**src/rtl/ipsxe_floating_point_pkg_v1_0.sv**
```systemverilog
// Shared helpers for the floating-point support blocks:
// log2 helper and derived widths of the leading-one finder.
package ipsxe_floating_point_pkg_v1_0;

    function automatic int clog2(input int n);
        int r;
        r = 0;
        while ((1 << r) < n) r++;
        return r;
    endfunction

    function automatic int calc_pw(input int w);
        return 1 << clog2(w);
    endfunction

    function automatic int calc_l(input int w);
        return clog2(calc_pw(w));
    endfunction

    function automatic int calc_idx_w(input int w);
        return (calc_l(w) < 1) ? 1 : calc_l(w);
    endfunction

    function automatic int calc_lzc_w(input int w);
        return clog2(w + 1);
    endfunction

    localparam int DEF_WIDTH = 32;
    localparam int DEF_PW    = calc_pw(DEF_WIDTH);
    localparam int DEF_L     = calc_l(DEF_WIDTH);
    localparam int DEF_IDX_W = calc_idx_w(DEF_WIDTH);
    localparam int DEF_LZC_W = calc_lzc_w(DEF_WIDTH);

endpackage

```
**src/rtl/ipsxe_floating_point_find_one_norm_v1_0_level.sv**
```systemverilog
// One bisection level: resolves one index bit, narrows the
// search window and pre-shifts the word towards the MSB.
module ipsxe_floating_point_find_one_level_v1_0 #(
    parameter int PW    = 32,
    parameter int WIN   = 32,
    parameter int IDX_W = 5,
    parameter int BIT   = 4,
    parameter int TAG_W = 1,
    parameter int REG   = 1
) (
    input  logic             i_clk,
    input  logic             i_rst_n,
    input  logic             i_clken,
    input  logic             i_valid,
    input  logic [WIN-1:0]   i_win,
    input  logic [PW-1:0]    i_word,
    input  logic [IDX_W-1:0] i_idx,
    input  logic [TAG_W-1:0] i_tag,
    output logic             o_valid,
    output logic [WIN/2-1:0] o_win,
    output logic [PW-1:0]    o_word,
    output logic [IDX_W-1:0] o_idx,
    output logic [TAG_W-1:0] o_tag
);
    localparam int HALF = WIN / 2;

    logic             hi;
    logic [HALF-1:0]  win_n;
    logic [PW-1:0]    word_n;
    logic [IDX_W-1:0] idx_n;

    assign hi     = |i_win[WIN-1:HALF];
    assign win_n  = hi ? i_win[WIN-1:HALF] : i_win[HALF-1:0];
    assign word_n = hi ? i_word : (i_word << HALF);
    assign idx_n  = i_idx | (IDX_W'(hi) << BIT);

    if (REG != 0) begin : g_reg
        always_ff @(posedge i_clk or negedge i_rst_n) begin
            if (!i_rst_n) begin
                o_valid <= 1'b0;
                o_win   <= '0;
                o_word  <= '0;
                o_idx   <= '0;
                o_tag   <= '0;
            end else if (i_clken) begin
                o_valid <= i_valid;
                o_win   <= win_n;
                o_word  <= word_n;
                o_idx   <= idx_n;
                o_tag   <= i_tag;
            end
        end
    end else begin : g_comb
        logic unused_ctl;
        assign unused_ctl = i_clk ^ i_rst_n ^ i_clken;
        assign o_valid = i_valid;
        assign o_win   = win_n;
        assign o_word  = word_n;
        assign o_idx   = idx_n;
        assign o_tag   = i_tag;
    end

endmodule

```
**src/rtl/ipsxe_floating_point_find_one_norm_v1_0.sv**
```systemverilog
// Pipelined leading-one finder and normaliser of any width,
// built as a chain of bisection levels, front-loaded registers.
module ipsxe_floating_point_find_one_norm_v1_0
    import ipsxe_floating_point_pkg_v1_0::*;
#(
    parameter int WIDTH   = 32,
    parameter int LATENCY = 3,
    parameter int TAG_W   = 1
) (
    input  logic                            i_clk,
    input  logic                            i_rst_n,
    input  logic                            i_clken,
    input  logic                            i_valid,
    input  logic [WIDTH-1:0]                i_din,
    input  logic [TAG_W-1:0]                i_tag,
    output logic                            o_valid,
    output logic [calc_idx_w(WIDTH)-1:0]    o_index,
    output logic [calc_lzc_w(WIDTH)-1:0]    o_lzc,
    output logic                            o_zero,
    output logic [WIDTH-1:0]                o_norm,
    output logic [TAG_W-1:0]                o_tag
);
    localparam int PW    = calc_pw(WIDTH);
    localparam int L     = calc_l(WIDTH);
    localparam int IDX_W = calc_idx_w(WIDTH);
    localparam int LZC_W = calc_lzc_w(WIDTH);

    for (genvar j = 1; j <= L; j++) begin : g_lvl
        localparam int WIN = PW >> (j - 1);

        logic             v_i, v_o;
        logic [WIN-1:0]   w_i;
        logic [WIN/2-1:0] w_o;
        logic [PW-1:0]    d_i, d_o;
        logic [IDX_W-1:0] x_i, x_o;
        logic [TAG_W-1:0] t_i, t_o;

        // Zero-extension at the top keeps the pad out of the index.
        if (j == 1) begin : g_head
            assign v_i = i_valid;
            assign w_i = PW'(i_din);
            assign d_i = PW'(i_din);
            assign x_i = '0;
            assign t_i = i_tag;
        end else begin : g_link
            assign v_i = g_lvl[j-1].v_o;
            assign w_i = g_lvl[j-1].w_o;
            assign d_i = g_lvl[j-1].d_o;
            assign x_i = g_lvl[j-1].x_o;
            assign t_i = g_lvl[j-1].t_o;
        end

        ipsxe_floating_point_find_one_level_v1_0 #(
            .PW    (PW),
            .WIN   (WIN),
            .IDX_W (IDX_W),
            .BIT   (L - j),
            .TAG_W (TAG_W),
            .REG   ((j <= LATENCY) ? 1 : 0)
        ) u_lvl (
            .i_clk   (i_clk),
            .i_rst_n (i_rst_n),
            .i_clken (i_clken),
            .i_valid (v_i),
            .i_win   (w_i),
            .i_word  (d_i),
            .i_idx   (x_i),
            .i_tag   (t_i),
            .o_valid (v_o),
            .o_win   (w_o),
            .o_word  (d_o),
            .o_idx   (x_o),
            .o_tag   (t_o)
        );
    end

    logic [PW-1:0]    fin_word;
    logic [IDX_W-1:0] fin_idx;
    logic             fin_bit;
    logic             unused_word;

    assign fin_word    = g_lvl[L].d_o;
    assign fin_idx     = g_lvl[L].x_o;
    assign fin_bit     = g_lvl[L].w_o[0];
    assign unused_word = ^fin_word;

    assign o_valid = g_lvl[L].v_o;
    assign o_tag   = g_lvl[L].t_o;
    assign o_index = fin_idx;
    assign o_zero  = (fin_idx == '0) && !fin_bit;
    assign o_norm  = fin_word[PW-1 -: WIDTH];
    assign o_lzc   = o_zero ? LZC_W'(WIDTH)
                   : LZC_W'(WIDTH - 1) - LZC_W'(fin_idx);

endmodule

```
**config.mk**
```make
export PLATFORM = sky130hd
export DESIGN_NAME = ipsxe_floating_point_find_one_norm_v1_0
export DESIGN_NICKNAME = d
export VERILOG_FILES = /design/src/rtl/ipsxe_floating_point_pkg_v1_0.sv /design/src/rtl/ipsxe_floating_point_find_one_norm_v1_0_level.sv /design/src/rtl/ipsxe_floating_point_find_one_norm_v1_0.sv
export SDC_FILE = /design/constraint.sdc
export NUM_CORES = 1
export LEC_CHECK = 0
export CORE_MARGIN = 2
export CORE_UTILIZATION = 40
export DETAILED_ROUTE_END_ITERATION = 16
export PLACE_DENSITY = 0.65
export SKIP_CTS_REPAIR_TIMING = 1
export SLEW_MARGIN = 5
export SYNTH_ARGS = -nofsm -noshare
export SYNTH_HDL_FRONTEND = slang
export SYNTH_SLANG_ARGS = --single-unit
```
**constraint.sdc**
```tcl
create_clock -name i_clk -period 2.78 [get_ports i_clk]
set_input_delay 0.417 -clock i_clk [delete_from_list [all_inputs] [get_ports i_clk]]
set_output_delay 0.417 -clock i_clk [all_outputs]
set_load 0.1 [all_outputs]
```
Word level (Yosys, flattened, before mapping). Cells that the tools add are included.

Bits in registers: 141. Output and inout port bits: 46. Word-level logic and storage cells: 38.

Add/sub/neg operators: 1. Muxes and demuxes: 11. Bitwise operators: 4. Reduce and logical (&&, ||, !) cells: 7.

Operator list (number): 2-to-1 mux 32 bit (5); 2-to-1 mux 16 bit (1); OR reduction 16 bit (1); 2-to-1 mux 8 bit (1); OR reduction 8 bit (1); 2-to-1 mux 6 bit (1); subtractor 5 x 5 -> 6 bit, first input constant (1); logical NOT 5 bit (1); OR 5 x 1 -> 5 bit (1); OR 5 x 2 -> 5 bit (1); OR 5 x 3 -> 5 bit (1); OR 5 x 4 -> 5 bit (1); 2-to-1 mux 4 bit (1); OR reduction 4 bit (1); 2-to-1 mux 2 bit (1); OR reduction 2 bit (1); logical AND 1 bit (1); logical NOT 1 bit (1); 2-to-1 mux 1 bit (1).

Logic depth before layout (Yosys ltp). Gate-level depths: netlist (run 1).

Depth in word-level cells: 6. Mapped depth: 5. Gate-level depth less buffers: 4.

Hierarchy. Synthesis (run 1) repeated with hierarchy kept, for this count alone.

Cells, all modules: 738. Area, all modules: 7562.3 sq um.

Modules (own cells, without submodules): ipsxe_floating_point_find_one_level_v1_0 (g_lvl[1].u_lvl) (times used 1, cells an instance 231, area each 2352.3 sq um); ipsxe_floating_point_find_one_level_v1_0 (g_lvl[2].u_lvl) (times used 1, cells an instance 227, area each 2158.3 sq um); ipsxe_floating_point_find_one_level_v1_0 (g_lvl[3].u_lvl) (times used 1, cells an instance 174, area each 1908.1 sq um); ipsxe_floating_point_find_one_level_v1_0 (g_lvl[5].u_lvl) (times used 1, cells an instance 44, area each 580.6 sq um); ipsxe_floating_point_find_one_level_v1_0 (g_lvl[4].u_lvl) (times used 1, cells an instance 47, area each 474.2 sq um); ipsxe_floating_point_find_one_norm_v1_0 (times used 1, cells an instance 15, area each 88.8 sq um).

Worst setup path after synthesis (run 1). No wires, ideal clock.

Path kind: reg-to-output. From: reg, netlist name g_lvl[3].u_lvl.o_word[30]. To: out o_lzc[0]. Arrival: 3597 ps. Required time: 2363 ps. Setup slack: -1234 ps. Cell stages (with the launch flop): 6. Path through: dfrtp_1 buf_6 or4_1 clkbuf_1 nor4_4 nor2_1.

RTL lines: end: declaration (RTL line ipsxe_floating_point_find_one_norm_v1_0.sv:18) `output logic [calc_lzc_w(WIDTH)-1:0] o_lzc,`.

==> results_dict.tcl, run 1 <==
set metrics [dict create \
    synth_xor_xnor_area_share_pct 0 \
    crit_path_start "g_lvl[3].u_lvl.o_word[31]" \
    cts.htree.levels 3 \
    power_w 0.00543 \
    drv_cap 0 \
    routed-via-count 4258 \
    required_ns 2.36 \
    io_buffers 82 \
    layout-drive-gt1-share_pct 18.6 \
    synthesis.instances 552 \
    p_leak_nw 2.84 \
    ios 83 \
    grt_pass1_vias 4104 \
    syn_to_final_growth_pct 29.4 \
    synth_top_area_share_pct 49.4 \
    track_usage_pct 18.3 \
    cts.clk_slew.worst_paths_ns 0.07 \
    worst_clock_skew_ns 0.00750 \
    worstSetupEndpoint "o_zero" \
    post-synth-top-count-cell "dfrtp_1" \
    die_w_microns 121 \
    critical_path_class "flip-flop to primary output" \
    synth_top_area_cell "dfrtp_1" \
    grt_pass1_wl_microns 21200 \
    cts_tree "done" \
    grt_max_degree 78 \
    rr_endpoint "g_lvl[2].u_lvl.o_word[3]" \
    dp_cells 778 \
    synthAdderAreaFrac_pct 0 \
    synth_top_family_by_area "multiplexers" \
    fin_util_pct 53.3 \
    clk_latency_ns 0.35 \
    slew_headroom_pct 45.1 \
    std_cell_rows 42 \
    synthArstFlopShare_pct 100 \
    status "complete, no violations" \
    setup_viol_count_final 0 \
    cts-buffers-inserted 9 \
    diodes 0 \
    gp_congestion 0.841 \
    endpoint_kind "primary output" \
    vdd.ir_drop.worst_uv 301 \
    rrSetupSlack_ns 0.88 \
    p_per_area_nw_per_um2 767 \
    clk_path_buf_depth 2 \
    crit_path_max_fanout 10 \
    critPathArrivalTime_ns 2.24 \
    antenna_found_initial 0 \
    cts_sinks 108 \
    ys.flop_type "dfrtp_1" \
    synth_compound_area_share_pct 14.2 \
    startpoint_type "flip-flop" \
    design_area_sq_um 7090 \
    fillCellCount 1168 \
    dr.pass1.iters 5 \
    tns_ns 0 \
    synth_area_leaders "dfrtp_1, mux2i_1, nor2_1" \
    yosys.cell_types.count 32 \
    wire_per_inst_microns 16.1 \
    initial_core_util_pct 41.2 \
    period_share_pct 95.6 \
    dieArea_sq_um 14600 \
    stdcell_count 794 \
    synth_edf_count 0 \
    hold_viol_final 0 \
    die_h_microns 121 \
    vias_per_cell 5.36 \
    synth.avg_cell_area_sq_um 9.92 \
    maxSlewViolCount 0 \
    r2r_cells 3 \
    tightest_slew_ns 0.824 \
    ys_ff_latch 108 \
    grt_setup_unrepaired "no" \
    synthSimpleGateAreaFrac_pct 11.1 \
    overflow 0 \
    drc 0 \
    syn_area_sq_um 5480 \
    dr.first_iter.drc_count 325 \
    layout.nets 650 \
    fmax_mhz 376 \
    ctsRootBufferMaster "clkbuf_16" \
    min-delay-path-class "primary input to async pin" \
    synthTopCellsByCount "dfrtp_1, mux2i_1, nor2_1" \
    ant_nets 0 \
    ys_seq_area_share_pct 49.4 \
    routed_wl_microns 12800 \
    dp_hpwl_microns 9490 \
    dpl-instance-area_sq_um 6800 \
    synth_warnings 0 \
    reg2reg_from "g_lvl[1].u_lvl.o_word[28]" \
    syn_nets 589 \
    core-area_sq_um 13300 \
    synth.area.mux_share_pct 18.6 \
    period_needed_ns 2.66 \
]
-- stage by stage --
step | worst slack (ns) | hold WS [ns]
2_1_floorplan | -0.451 | 0.121
3_3_place_gp | 0.507 | 0.475
3_5_place_dp | 0.475 | 0.474
4_1_cts | 0.0919 | 0.192
5_1_grt | 0.0195 | 0.237
6_report | 0.122 | 0.162
-- power by group --
group | switching [W] | internal (W) | total, W
registers | 0.000188 | 0.00175 | 0.00194
logic | 0.00149 | 0.000796 | 0.00228
clock network | 0.000552 | 0.000658 | 0.00121
-- final cells by class --
cell class | instances | area [sq um] | area share (%)
Clock buffer | 11 | 253 | 3.57
Sequential cell | 108 | 2700 | 38.1
Multi-Input combinational cell | 366 | 2510 | 35.5
Clock inverter | 5 | 35.0 | 0.494
Tap cell | 176 | 220 | 3.11
Inverter | 33 | 124 | 1.75
Timing Repair Buffer | 95 | 1240 | 17.5
-- layer usage --
metal  vias to the layer above  track usage [%]  wire [microns]  part of all wire [%]
met1                      2018             26.2            6070                    47
li1                       2076                -               -                     -
met3                        17             3.29             677                   5.3
met4                         0             6.69             237                   1.9
met2                       147             28.0            5800                    45
met5                         -                0               0                     0
-- sequential cells by signal, indices dropped and copies added (netlist names) --
signal and count:
g_lvl.u_lvl.o_word 96, g_lvl.u_lvl.o_tag 3, g_lvl.u_lvl.o_valid 3, g_lvl.u_lvl.o_idx 6
-- worst min path at each step --
| stage | from | to | slack, ns |
|---|---|---|---|
| 6_report | i_rst_n | g_lvl[1].u_lvl.o_tag | 0.16 |
| 5_1_grt | i_rst_n | g_lvl[1].u_lvl.o_tag | 0.24 |
| 4_1_cts | i_rst_n | g_lvl[1].u_lvl.o_tag | 0.19 |
| 3_5_place_dp | g_lvl[2].u_lvl.o_idx[3] | g_lvl[3].u_lvl.o_idx[3] | 0.47 |
| 3_3_place_gp | g_lvl[2].u_lvl.o_idx[3] | g_lvl[3].u_lvl.o_idx[3] | 0.47 |
| 2_1_floorplan | i_rst_n | g_lvl[1].u_lvl.o_idx[4] | 0.12 |
-- layout by cell type (no fill, tap or decap), types with 2 or more instances in the layout --
cell type,instances
dfrtp_1,108
mux2i_1,78
nor2_1,57
a21oi_1,44
buf_12,35
clkdlybuf4s50_1,34
inv_1,33
nand2_1,30
o22ai_1,28
buf_4,25
o21ai_0,24
a31oi_1,24
nand3_1,16
mux2i_2,13
o21ai_1,11
clkbuf_16,9
mux2_2,8
nor3_1,4
nor4_1,4
nor2_4,3
nor2_2,3
mux2i_4,2
nor4_4,2
nor4_2,2
or4_1,2
clkbuf_8,2
clkinv_2,2
-- worst max-delay path, cell delays in order, from the launching register on --
cell	delay, ns
dfrtp_1	0.42
buf_4	0.19
or4_4	0.59
nor4_4	0.45
buf_12	0.24
-- cell families after synthesis --
| family | after synthesis |
|---|---|
| flip-flops | 108 |
| multiplexers | 101 |
| buffers and inverters | 78 |
| AND/OR/NAND/NOR | 128 |
| AO/OA/AOI/OAI | 137 |
No activity file was read; power rests on OpenSTA's default activity.
==> run 2: changes to the inputs <==
--- a/config.mk
+++ b/config.mk
@@ -7,6 +7,7 @@
 export LEC_CHECK = 0
 export CORE_MARGIN = 2
 export CORE_UTILIZATION = 40
+export CTS_BUF_LIST = sky130_fd_sc_hd__clkbuf_8
 export DETAILED_ROUTE_END_ITERATION = 16
 export PLACE_DENSITY = 0.65
 export SKIP_CTS_REPAIR_TIMING = 1
==> results_dict.tcl, run 2 (synthesized netlist as in run 1, its figures left out) <==
set metrics [dict create \
    die_w_microns 121 \
    grt_pass1_wl_microns 21000 \
    track_usage_pct 18.2 \
    tightest_slew_ns 0.835 \
    layout-drive-gt1-share_pct 19.4 \
    dp_hpwl_microns 9490 \
    critPathArrivalTime_ns 2.25 \
    p_per_area_nw_per_um2 730 \
    cp_cell_sequence "inv_1 -> a21oi_4 -> buf_12 -> mux2i_1 -> buf_12" \
    dr.first_iter.drc_count 321 \
    p_leak_nw 2.83 \
    drv_cap 0 \
    hold_viol_final 0 \
    routed_wl_microns 12800 \
    cts.clk_slew.worst_paths_ns 0.10 \
    startpoint_type "flip-flop" \
    layout.nets 656 \
    clk_latency_ns 0.37 \
    reg_top3 "g_lvl.u_lvl.o_word: 96 flops, g_lvl.u_lvl.o_idx: 6 flops" \
    vdd.ir_drop.worst_uv 247 \
    grt_pass1_vias 4091 \
    crit_slowest_cell "dfrtp_1" \
    clk_path_buf_depth 2 \
    dr.pass1.iters 4 \
    overflow 0 \
    ios 83 \
    die_h_microns 121 \
    diodes 0 \
    crit_family "buffers and inverters" \
    crit_path_max_fanout 19 \
    cts.htree.levels 3 \
    io_buffers 82 \
    period_needed_ns 2.67 \
    min-delay-path-class "primary input to async pin" \
    fmax_mhz 375 \
    endpoint_kind "primary output" \
    largest-register "g_lvl.u_lvl.o_word" \
    slew_headroom_pct 44.3 \
    period_share_pct 96.0 \
    wire_per_inst_microns 16.0 \
    final_cell_mix "dfrtp_1, mux2i_1, nor2_1" \
    gp_congestion 0.841 \
    grt_max_degree 78 \
    cts_tree "done" \
    maxSlewViolCount 0 \
    cts_sinks 108 \
    layout_commonest_cell "dfrtp_1" \
    initial_core_util_pct 41.2 \
    syn_to_final_growth_pct 28.4 \
    drc 0 \
    dp_slack_ns 0.475 \
    crit_top_cell "buf_12" \
    required_ns 2.36 \
    crit_buf_inv 3 \
    dieArea_sq_um 14600 \
    core-area_sq_um 13300 \
    routed-via-count 4261 \
    status "complete, no violations" \
    cts-buffers-inserted 9 \
    grt_setup_unrepaired "no" \
    worst_clock_skew_ns 0.00793 \
    critical_path_class "flip-flop to primary output" \
    ant_nets 0 \
    setup_viol_count_final 0 \
    fin_ws_ns 0.110 \
    ctsRootBufferMaster "clkbuf_8" \
    antenna_found_initial 0 \
    std_cell_rows 42 \
    tns_ns 0 \
    vias_per_cell 5.33 \
    largest_reg_flops 96 \
    slowest_delay_ns 0.51 \
]
[run 2: cell types whose count changed in the layout (fill, tap and decap cells not counted), sizes merged]
cell	previous run	this run
buf	61	67
[run 2: worst paths after layout]
kind / startpoint / endpoint / slack, ns / cells after the start
worst min register to register: g_lvl[2].u_lvl.o_idx[3] / g_lvl[3].u_lvl.o_idx[3] / 0.50 / 2
worst min-delay path: i_rst_n / g_lvl[1].u_lvl.o_tag / 0.13 / 1
min in group i_clk: g_lvl[2].u_lvl.o_idx[3] / g_lvl[3].u_lvl.o_idx[3] / 0.50 / 2
max in group asynchronous: i_rst_n / g_lvl[3].u_lvl.o_word[18] / 1.82 / 2
worst max-delay path: g_lvl[3].u_lvl.o_word[30] / o_norm[7] / 0.11 / 5
worst max register to register: g_lvl[1].u_lvl.o_word[28] / g_lvl[2].u_lvl.o_word[3] / 0.88 / 3
[run 2: per-layer routing]
metal  routed length (microns)  global-route usage, %  part of all wire, %
met2                      5850                   27.7                   46
met5                         0                      0                    0
met4                       276                   6.90                  2.1
met1                      6080                   26.3                   47
met3                       628                   2.63                  4.9
[run 2: cell type report]
cell class              count  area [sq um]
inverters                  33           124
repair buffers            101          1280
clock inverters             5          35.0
flip-flops and latches    108          2700
well taps                 176           220
fillers                  1173          6260
clock buffers              11           151
multi-input cells         366          2510
[run 2: metrics by stage]
| stage | area (sq um) | power (W) | std cells | hold slack (ns) | util, % |
|---|---|---|---|---|---|
| floorplan | 5610 | 0.00347 | 552 | 0.121 | - |
| global placement | 6800 | 0.00423 | 778 | 0.475 | 51.1 |
| detailed placement | 6800 | 0.00427 | 778 | 0.474 | 51.1 |
| CTS | 6990 | 0.00516 | 794 | 0.153 | 52.5 |
| global route | 7030 | 0.00535 | 800 | 0.200 | 52.9 |
| finish | 7030 | 0.00513 | 800 | 0.130 | 52.9 |
[run 2: power breakdown]
group          switching, W  total (W)  leakage [nW]  internal (W)
Sequential         0.000188    0.00194          1.23       0.00175
Combinational       0.00149    0.00230          1.50      0.000806
Clock              0.000519   0.000895        0.0957      0.000377
==> run 3: changes to the inputs <==
--- a/config.mk
+++ b/config.mk
@@ -5,9 +5,11 @@
 export SDC_FILE = /design/constraint.sdc
 export NUM_CORES = 1
 export LEC_CHECK = 0
+export ABC_AREA = 1
 export CORE_MARGIN = 2
 export CORE_UTILIZATION = 40
 export CTS_BUF_LIST = sky130_fd_sc_hd__clkbuf_8
+export CTS_CLUSTER_DIAMETER = 30
 export DETAILED_ROUTE_END_ITERATION = 16
 export PLACE_DENSITY = 0.65
 export SKIP_CTS_REPAIR_TIMING = 1
==> results_dict.tcl, run 3 <==
set metrics [dict create \
    status "complete, no violations" \
    overflow 0 \
    stdcell_count 1024 \
    period_share_pct 91.3 \
    grt_pass1_wl_microns 22400 \
    synth_area_leaders "dfrtp_1, nand2_1, o21ai_1" \
    period_needed_ns 2.54 \
    cts.htree.levels 3 \
    post-synth-top-count-cell "nand2_1" \
    maxSlewViolCount 0 \
    dr.pass1.iters 4 \
    critical_path_class "flip-flop to primary output" \
    synthesis.instances 782 \
    ys_ff_latch 108 \
    slew_headroom_pct 61.4 \
    final_cell_mix "nand2_1, dfrtp_1, inv_1" \
    synthAdderAreaFrac_pct 0 \
    synth_warnings 0 \
    synth.area.mux_share_pct 0 \
    rrSetupSlack_ns 1.20 \
    drc 0 \
    initial_core_util_pct 40.8 \
    routed_wl_microns 13300 \
    cts-buffers-inserted 9 \
    ios 83 \
    layout.nets 876 \
    worst_clock_skew_ns 0.0127 \
    grt_setup_unrepaired "no" \
    gp_congestion 0.876 \
    largest_reg_flops 96 \
    cts_sinks 108 \
    yosys.cell_types.count 24 \
    dpl-instance-area_sq_um 6960 \
    wire_per_inst_microns 13.0 \
    syn_area_sq_um 5640 \
    crit_path_max_fanout 56 \
    dr.first_iter.drc_count 419 \
    layout-drive-gt1-share_pct 11.7 \
    power_w 0.00489 \
    tightest_slew_ns 0.577 \
    critPathArrivalTime_ns 2.12 \
    die_h_microns 123 \
    clk_latency_ns 0.38 \
    layout_commonest_cell "nand2_1" \
    reg2reg_from "g_lvl[1].u_lvl.o_word[31]" \
    vdd.ir_drop.worst_uv 237 \
    setup_viol_count_final 0 \
    startpoint_type "flip-flop" \
    antenna_found_initial 0 \
    dp_cells 1007 \
    drv_cap 0 \
    synth.avg_cell_area_sq_um 7.21 \
    synth_xor_xnor_area_share_pct 0 \
    min-delay-path-class "flip-flop to flip-flop" \
    required_ns 2.36 \
    die_w_microns 123 \
    ys.flop_type "dfrtp_1" \
    ant_nets 0 \
    core-area_sq_um 13800 \
    synthSimpleGateAreaFrac_pct 29.7 \
    dieArea_sq_um 15100 \
    fmax_mhz 394 \
    track_usage_pct 19.0 \
    synthArstFlopShare_pct 100 \
    grt_pass1_vias 4493 \
    syn_nets 819 \
    hold_viol_final 0 \
    vias_per_cell 4.77 \
    cts_tree "done" \
    cts.clk_slew.worst_paths_ns 0.10 \
    largest-register "g_lvl.u_lvl.o_word" \
    crit_path_start "g_lvl[3].u_lvl.o_word[31]" \
    synth_top_family_by_area "simple AND/OR/NAND/NOR gates" \
    ctsRootBufferMaster "clkbuf_8" \
    io_buffers 82 \
    routed-via-count 4883 \
    synth_top_area_share_pct 47.9 \
    clk_path_buf_depth 2 \
    ys_seq_area_share_pct 47.9 \
    tns_ns 0 \
    p_leak_nw 3.42 \
    dp_slack_ns 0.630 \
    synth_edf_count 0 \
    std_cell_rows 43 \
    diodes 0 \
    dp_hpwl_microns 9710 \
    r2r_cells 7 \
    fin_ws_ns 0.242 \
    synthTopCellsByCount "nand2_1, dfrtp_1, inv_1" \
    reg_top3 "g_lvl.u_lvl.o_word: 96 flops, g_lvl.u_lvl.o_idx: 6 flops" \
    rr_endpoint "g_lvl[2].u_lvl.o_word[1]" \
    syn_to_final_growth_pct 26.7 \
    grt_max_degree 118 \
    worstSetupEndpoint "o_lzc[3]" \
    synth_compound_area_share_pct 12.8 \
    p_per_area_nw_per_um2 685 \
    endpoint_kind "primary output" \
    design_area_sq_um 7140 \
    synth_top_area_cell "dfrtp_1" \
]
-- run 3: cell count changes after synthesis, moves of 10 or more --
cell | before | now
clkbuf_1 | 21 | 11
mux2i_1 | 93 | 0
o22ai_1 | 28 | 3
nand3_1 | 16 | 53
a31oi_1 | 24 | 1
inv_1 | 33 | 72
o21ai_1 | 10 | 59
nand2_1 | 30 | 275
-- run 3: kinds of logic after synthesis --
logic type,count (synthesis)
flip-flops,108
AND/OR/NAND/NOR,410
buffers and inverters,123
AO/OA/AOI/OAI,141
-- run 3: stage by stage --
step	utilization (%)	hold slack, ns
after floorplan	-	0.121
after global placement	50.3	0.384
after detailed placement	50.3	0.385
after CTS	51.6	-0.0442
after global routing	51.6	0.500
final	51.6	0.480
-- run 3: worst min-delay path by stage --
stage	slack (ns)	cells after the start	end	from
final	0.48	2	g_lvl[2].u_lvl.o_tag	g_lvl[2].u_lvl.o_tag
after global routing	0.50	2	g_lvl[2].u_lvl.o_valid	g_lvl[2].u_lvl.o_valid
after CTS	-0.04	1	g_lvl[3].u_lvl.o_idx[4]	i_rst_n
after detailed placement	0.38	1	g_lvl[3].u_lvl.o_idx[4]	i_rst_n
after global placement	0.38	1	g_lvl[3].u_lvl.o_idx[4]	i_rst_n
after floorplan	0.12	0	g_lvl[1].u_lvl.o_idx[4]	i_rst_n
-- run 3: metal layers --
layer  up-vias  wire length, microns  track usage, %
met4         0                   246            6.39
met1      2160                  6760            28.8
met3        19                   692            3.16
met5         -                     0               0
li1       2575                     -               -
met2       129                  5630            27.6
-- run 3: critical path, cell delays in order, from the launching register on --
cell,delay (ns)
dfrtp_1,0.47
nor2_4,0.15
buf_12,0.22
inv_2,0.13
nor3_4,0.47
nor2_2,0.10
buf_12,0.19
-- run 3: final cells by class --
cell class	instances	area (sq um)
clock inverters	7	50.0
multi-input cells	551	2430
repair buffers	93	1320
fillers	1344	6690
inverters	76	285
flip-flops and latches	108	2710
well taps	180	225
clock buffers	9	124
-- run 3: power breakdown --
group	internal [W]	switching, W	total, W	leakage, nW
Combinational	0.000696	0.00146	0.00215	2.04
Sequential	0.00174	0.000122	0.00187	1.29
Clock	0.000331	0.000546	0.000877	0.0927
Total	0.00277	0.00212	0.00489	3.42
